===== src/rtl/dr_scan_drv.sv =====
// Single-rail to dual-rail scan driver for a return-to-spacer scan chain, plus capture tokens.
// Define DR_SCAN_PARITY_EN to add the parity output and the exp_parity check.
module dr_scan_drv #(
   parameter int CHAIN_LEN = 16,
   parameter int CNT_W     = 5
) (
   input  logic             C,
   input  logic             RN,
   input  logic             start,
   input  logic             mode,
   input  logic             sin,
   input  logic             sin_valid,
   output logic             sin_ready,
   output logic             SE_1,
   output logic             SE_0,
   output logic             SD_1,
   output logic             SD_0,
   output logic             SP,
   input  logic             SQ_1,
   input  logic             SQ_0,
   output logic             sout,
   output logic             sout_valid,
   output logic             busy,
   output logic             done,
   output logic             err,
   output logic [CNT_W-1:0] cnt,
`ifdef DR_SCAN_PARITY_EN
   output logic             parity,
   input  logic             exp_parity,
`endif
   output logic [2:0]       dbg_state_o
);

   localparam logic [2:0] ST_IDLE   = 3'd0;
   localparam logic [2:0] ST_SPACER = 3'd1;
   localparam logic [2:0] ST_DATA   = 3'd2;
   localparam logic [2:0] ST_CAPT   = 3'd3;
   localparam logic [2:0] ST_DONE   = 3'd4;

   localparam logic [CNT_W-1:0] LEN_C = CNT_W'(CHAIN_LEN);

   logic [2:0]       state_q, state_d;
   logic             mode_q, mode_d;
   logic [CNT_W-1:0] cnt_q, cnt_d;
   logic             err_q, err_d;
   logic [1:0]       se_q, se_d;
   logic [1:0]       sd_q, sd_d;
   logic             sp_q, sp_d;
   logic             sout_q, sout_d;
   logic             sout_valid_q, sout_valid_d;
   logic             done_q, done_d;
`ifdef DR_SCAN_PARITY_EN
   logic             parity_q, parity_d;
`endif

   logic sq_legal;
   logic sq_active;
   logic cnt_full;

   assign sq_legal  = SQ_1 ^ SQ_0;
   assign sq_active = SQ_1 | SQ_0;
   assign cnt_full  = (cnt_q >= LEN_C);

   // Handshake: a bit transfers on a rising edge where sin_valid and sin_ready are both high;
   // sin_ready only rises in SPACER while a shift still needs bits and mirrors sin_valid there.
   assign sin_ready = (state_q == ST_SPACER) && !mode_q && !cnt_full && sin_valid;

   always_comb begin
      state_d      = state_q;
      mode_d       = mode_q;
      cnt_d        = cnt_q;
      err_d        = err_q;
      sout_d       = sout_q;
      sout_valid_d = 1'b0;
      done_d       = 1'b0;
      se_d         = 2'b00;
      sd_d         = 2'b00;
      sp_d         = 1'b1;
`ifdef DR_SCAN_PARITY_EN
      parity_d     = parity_q;
`endif
      case (state_q)
         ST_IDLE: begin
            if (start) begin
               state_d = ST_SPACER;
               mode_d  = mode;
               cnt_d   = '0;
               err_d   = 1'b0;
`ifdef DR_SCAN_PARITY_EN
               parity_d = 1'b0;
`endif
            end
         end
         ST_SPACER: begin
            if (sq_active) err_d = 1'b1;
            if (!mode_q) begin
               if (cnt_full) begin
                  state_d = ST_DONE;
               end else if (sin_ready) begin
                  state_d = ST_DATA;
                  sd_d    = {sin, ~sin};
                  se_d    = 2'b10;
                  sp_d    = 1'b0;
               end
            end else if (cnt_q == '0) begin
               // Capture token: SE carries logic 0, SD stays at spacer.
               state_d = ST_CAPT;
               se_d    = 2'b01;
               sp_d    = 1'b0;
            end else begin
               state_d = ST_DONE;
            end
         end
         ST_DATA, ST_CAPT: begin
            if (sq_legal) begin
               sout_d       = SQ_1;
               sout_valid_d = 1'b1;
`ifdef DR_SCAN_PARITY_EN
               parity_d     = parity_q ^ SQ_1;
`endif
            end else begin
               err_d = 1'b1;
            end
            if (state_q == ST_CAPT) begin
               cnt_d = CNT_W'(1);
            end else if (!cnt_full) begin
               cnt_d = cnt_q + CNT_W'(1);
            end
            state_d = ST_SPACER;
         end
         ST_DONE: begin
            if (sq_active) err_d = 1'b1;
`ifdef DR_SCAN_PARITY_EN
            if (exp_parity != parity_q) err_d = 1'b1;
`endif
            done_d  = 1'b1;
            state_d = ST_IDLE;
         end
         default: begin
            state_d = ST_IDLE;
         end
      endcase
   end

   always_ff @(posedge C or negedge RN) begin
      if (!RN) begin
         state_q      <= ST_IDLE;
         mode_q       <= 1'b0;
         cnt_q        <= '0;
         err_q        <= 1'b0;
         se_q         <= 2'b00;
         sd_q         <= 2'b00;
         sp_q         <= 1'b1;
         sout_q       <= 1'b0;
         sout_valid_q <= 1'b0;
         done_q       <= 1'b0;
`ifdef DR_SCAN_PARITY_EN
         parity_q     <= 1'b0;
`endif
      end else begin
         state_q      <= state_d;
         mode_q       <= mode_d;
         cnt_q        <= cnt_d;
         err_q        <= err_d;
         se_q         <= se_d;
         sd_q         <= sd_d;
         sp_q         <= sp_d;
         sout_q       <= sout_d;
         sout_valid_q <= sout_valid_d;
         done_q       <= done_d;
`ifdef DR_SCAN_PARITY_EN
         parity_q     <= parity_d;
`endif
      end
   end

   assign {SE_1, SE_0} = se_q;
   assign {SD_1, SD_0} = sd_q;
   assign SP           = sp_q;
   assign sout         = sout_q;
   assign sout_valid   = sout_valid_q;
   assign done         = done_q;
   assign err          = err_q;
   assign cnt          = cnt_q;
   assign busy         = (state_q != ST_IDLE);
   assign dbg_state_o  = state_q;
`ifdef DR_SCAN_PARITY_EN
   assign parity       = parity_q;
`endif

endmodule


===== config.mk =====
export PLATFORM = sky130hd
export DESIGN_NAME = dr_scan_drv
export DESIGN_NICKNAME = d
export VERILOG_FILES = /design/src/rtl/dr_scan_drv.sv
export SDC_FILE = /design/constraint.sdc
export NUM_CORES = 1
export LEC_CHECK = 0
export ABC_AREA = 1
export BUFFER_PORTS_ARGS = -buffer_cell sky130_fd_sc_hd__buf_2
export CAP_MARGIN = 10
export CELL_PAD_IN_SITES_DETAIL_PLACEMENT = 1
export CELL_PAD_IN_SITES_GLOBAL_PLACEMENT = 2
export CORE_ASPECT_RATIO = 1.75
export CORE_MARGIN = 5
export CORE_UTILIZATION = 29
export CTS_BUF_LIST = sky130_fd_sc_hd__clkbuf_4
export CTS_CLUSTER_DIAMETER = 120
export DETAILED_ROUTE_END_ITERATION = 10
export GPL_ROUTABILITY_DRIVEN = 0
export PLACE_DENSITY_LB_ADDON = 0.1
export SLEW_MARGIN = 10
export SYNTH_ARGS = -nofsm -noshare
export SYNTH_HDL_FRONTEND = slang
export SYNTH_SLANG_ARGS = --single-unit

===== constraint.sdc =====
create_clock -name C -period 1.4 [get_ports C]
set_clock_uncertainty 0.1 [all_clocks]
set_input_delay 0.28 -clock C [delete_from_list [all_inputs] [get_ports C]]
set_output_delay 0.28 -clock C [all_outputs]
set_load 0.02 [all_outputs]

==> qor.yml <==
run_status:
  status: "finished with violations"
  violations: "negative setup slack"
power:
  ir_worst_vdd_v: 0.000897
  p_leak_nw: 0.851
  p_total_w: 0.00310
  p_per_area_nw_per_um2: 1960
floorplan:
  start_util: 0.305
  core_um2: 2960
  ioPinCount: 27
  die_area_um2: 4380
  die_h_um: 83.8
  rows: 26
  die_w_um: 52.2
finish:
  area_growth_syn_to_layout_pct: 75.1
  final_nets: 189
  layout_common_cells: "31 x buf_4, 17 x nand2_1, 17 x buf_2, 16 x inv_1, 13 x dfrtp_1"
  n_antenna_cell: 0
  design_area_um2: 1580
  final_util: 0.534
  mostFrequentLayoutCell: "buf_4"
  drive_gt1_frac: 0.565
sta:
  fin_crit_ns: 1.68
  setup_slack_ns: -0.280
  finalMaxSlewViolations: 0
  finalCritPeriodShare: 1.20
  hold_viol_final: 0
  relSlewSlack: 0.712
  hold_ws_ns: 0.0215
  setup_viol: 13
  grt_setup_unrepaired: "yes"
  max_freq_mhz: 595
  worst-slew-pin-transition_ns: 0.432
grt:
  antenna_found_initial: 0
  grt_util_all_layers: 0.158
  grt_pass1_vias: 1093
  grt_pass1_wl_mm: 5.02
  grt_overflow: 0
  grt_max_degree: 19
synth:
  synth_top_area_cell: "dfrtp_1"
  synthTopCellsByArea: "dfrtp_1 47%, inv_1 9.6%, nand2_1 9.6%"
  ys_seq_elements: 18
  syn_inst: 112
  synth_fp_nets: 123
  yosysSeqAreaShare: 0.500
  yosysUniqueCellTypes: 19
  synth.top_cell.area_share: 0.471
  yosysWarnings: 0
  syn_area_um2: 903
  avgSynthCellArea_um2: 8.07
cts:
  cts_buffers: 3
  htreeDepth: 1
  numClockSinks: 18
  cts_root_buf: "clkbuf_4"
  clk_latency_ns: 0.30
  path_clk_slew_ns: 0.12
  clock_path_buffers: 2
  tritoncts: "yes"
flow_run:
  drv_cap: 0
route:
  remaining_drc_errors: 0
  wl_met1_mm: 1.03
  dr.first_iter.drc_count: 9
  routed_wl_mm: 3.28
  first_pass_iters: 4
  met2RoutedLength_mm: 2.05
  vias: 991
  wl_per_cell_um: 15.0
  via_per_inst: 4.53
  wl_met3_um: 103
  dr.max_layer_used: "met4"
  drtAntennaViolNets: 0
critical_path:
  criticalPathCategory: "register to output pin"
  worstPathCellList: "inv_2 > nand2_4 > nor2_4 > nand4_2 > inv_2 > buf_6"
  crit_buf_inv: 3
  critPathSlowestCell: "dfrtp_2"
  max_stage_delay_ns: 0.46
  required_ns: 1.02
  worst-r2r-cell-count: 9
  critPathTopFamily: "flip-flops"
  crit_arrival_ns: 1.30
  path_common_cell: "inv_2"
  cp.depth: 6
  critPathCaptureType: "output pin"
  crit_path_max_fanout: 3
  cp-start-kind: "register"
placement:
  io_buffer_count: 26
  placed_cell_area_um2: 1190
  dp_hpwl_mm: 2.25
min_path:
  hold_class: "input pin to register"
  hold_depth: 2
routing by layer:
| layer | vias to the layer above | global-route usage |
|---|---|---|
| met5 | - | 0 |
| met4 | 0 | 0.0860 |
| met3 | 7 | 0.0268 |
| met2 | 20 | 0.309 |
| met1 | 484 | 0.139 |
| li1 | 480 | - |
state kept, by name (all words and copies together), names as in the netlist:
name         flops
cnt              5
dbg_state_o      3
sd_q             2
se_q             2
SP               1
done             1
err              1
mode_q           1
sout             1
sout_valid       1
stage by stage:
stage          std cells  setup TNS, ns  worst slack [ns]
4_1_cts              207          -1.22            -0.303
3_5_place_dp         193         -0.333           -0.0557
2_1_floorplan        112              0           0.00402
6_report             219          -1.42            -0.280
5_1_grt              219          -2.56            -0.344
3_3_place_gp         193         -0.110           -0.0297
power by group:
group / switching [W] / total [W] / internal [W]
Combinational: 0.00111 / 0.00202 / 0.000915
Clock: 0.000182 / 0.000286 / 0.000104
Sequential: 0.000111 / 0.000787 / 0.000676
cell families (layout without fill, tap and decap cells):
group           after synthesis  count (layout)  synth area share
buf+inv                      25              89             0.105
simple gates                 56              57             0.291
compound gates               10              10            0.0623
fa+ha+maj                     3               3            0.0416
flops                        18              18             0.500
synthesized netlist by cell type:
master,n
inv_1,23
nand2_1,23
dfrtp_1,17
nor2_1,15
nand3_1,9
nand4_1,4
o21ai_1,4
ha_1,3
a21oi_1,2
nand3_2,2
o21ai_0,2
a21boi_0,1
a221oi_1,1
clkbuf_2,1
dfstp_2,1
inv_2,1
nand4_2,1
nor2_4,1
or2_2,1
final timing paths:
path	startpoint	end	slack [ns]
max in group asynchronous	RN	cnt[4]$_DFFE_PN0P_	0.51
hold / removal	sin	sd_q[0]$_DFF_PN0_	0.02
hold reg to reg	err$_DFFE_PN0P_	err$_DFFE_PN0P_	0.39
setup / recovery	dbg_state_o[1]$_DFFE_PN0P_	sin_ready	-0.28
setup reg to reg	dbg_state_o[1]$_DFFE_PN0P_	sd_q[0]$_DFF_PN0_	-0.15
min in group asynchronous	RN	cnt[3]$_DFFE_PN0P_	0.35
repair_timing:
| item | in CTS | in global routing |
|---|---|---|
| pin swaps | 5 | 13 |
| endpoints found under the hold margin | 17 | 0 |
| gates resized for setup | 33 | 28 |
| cloned | 1 | 0 |
| setup buffers | 9 | 13 |
| endpoints found under the setup margin | 16 | 25 |
| hold buffers | 1 | 0 |
layout make-up:
type	instances	area [um2]
inverter	24	97.6
fill	366	1380
clock inverter	1	3.75
tap	42	52.6
timing repair buffer	61	463
clock buffer	3	22.5
multi-input combinational	70	485
sequential	18	457
Power figures use the tool's default switching activity.
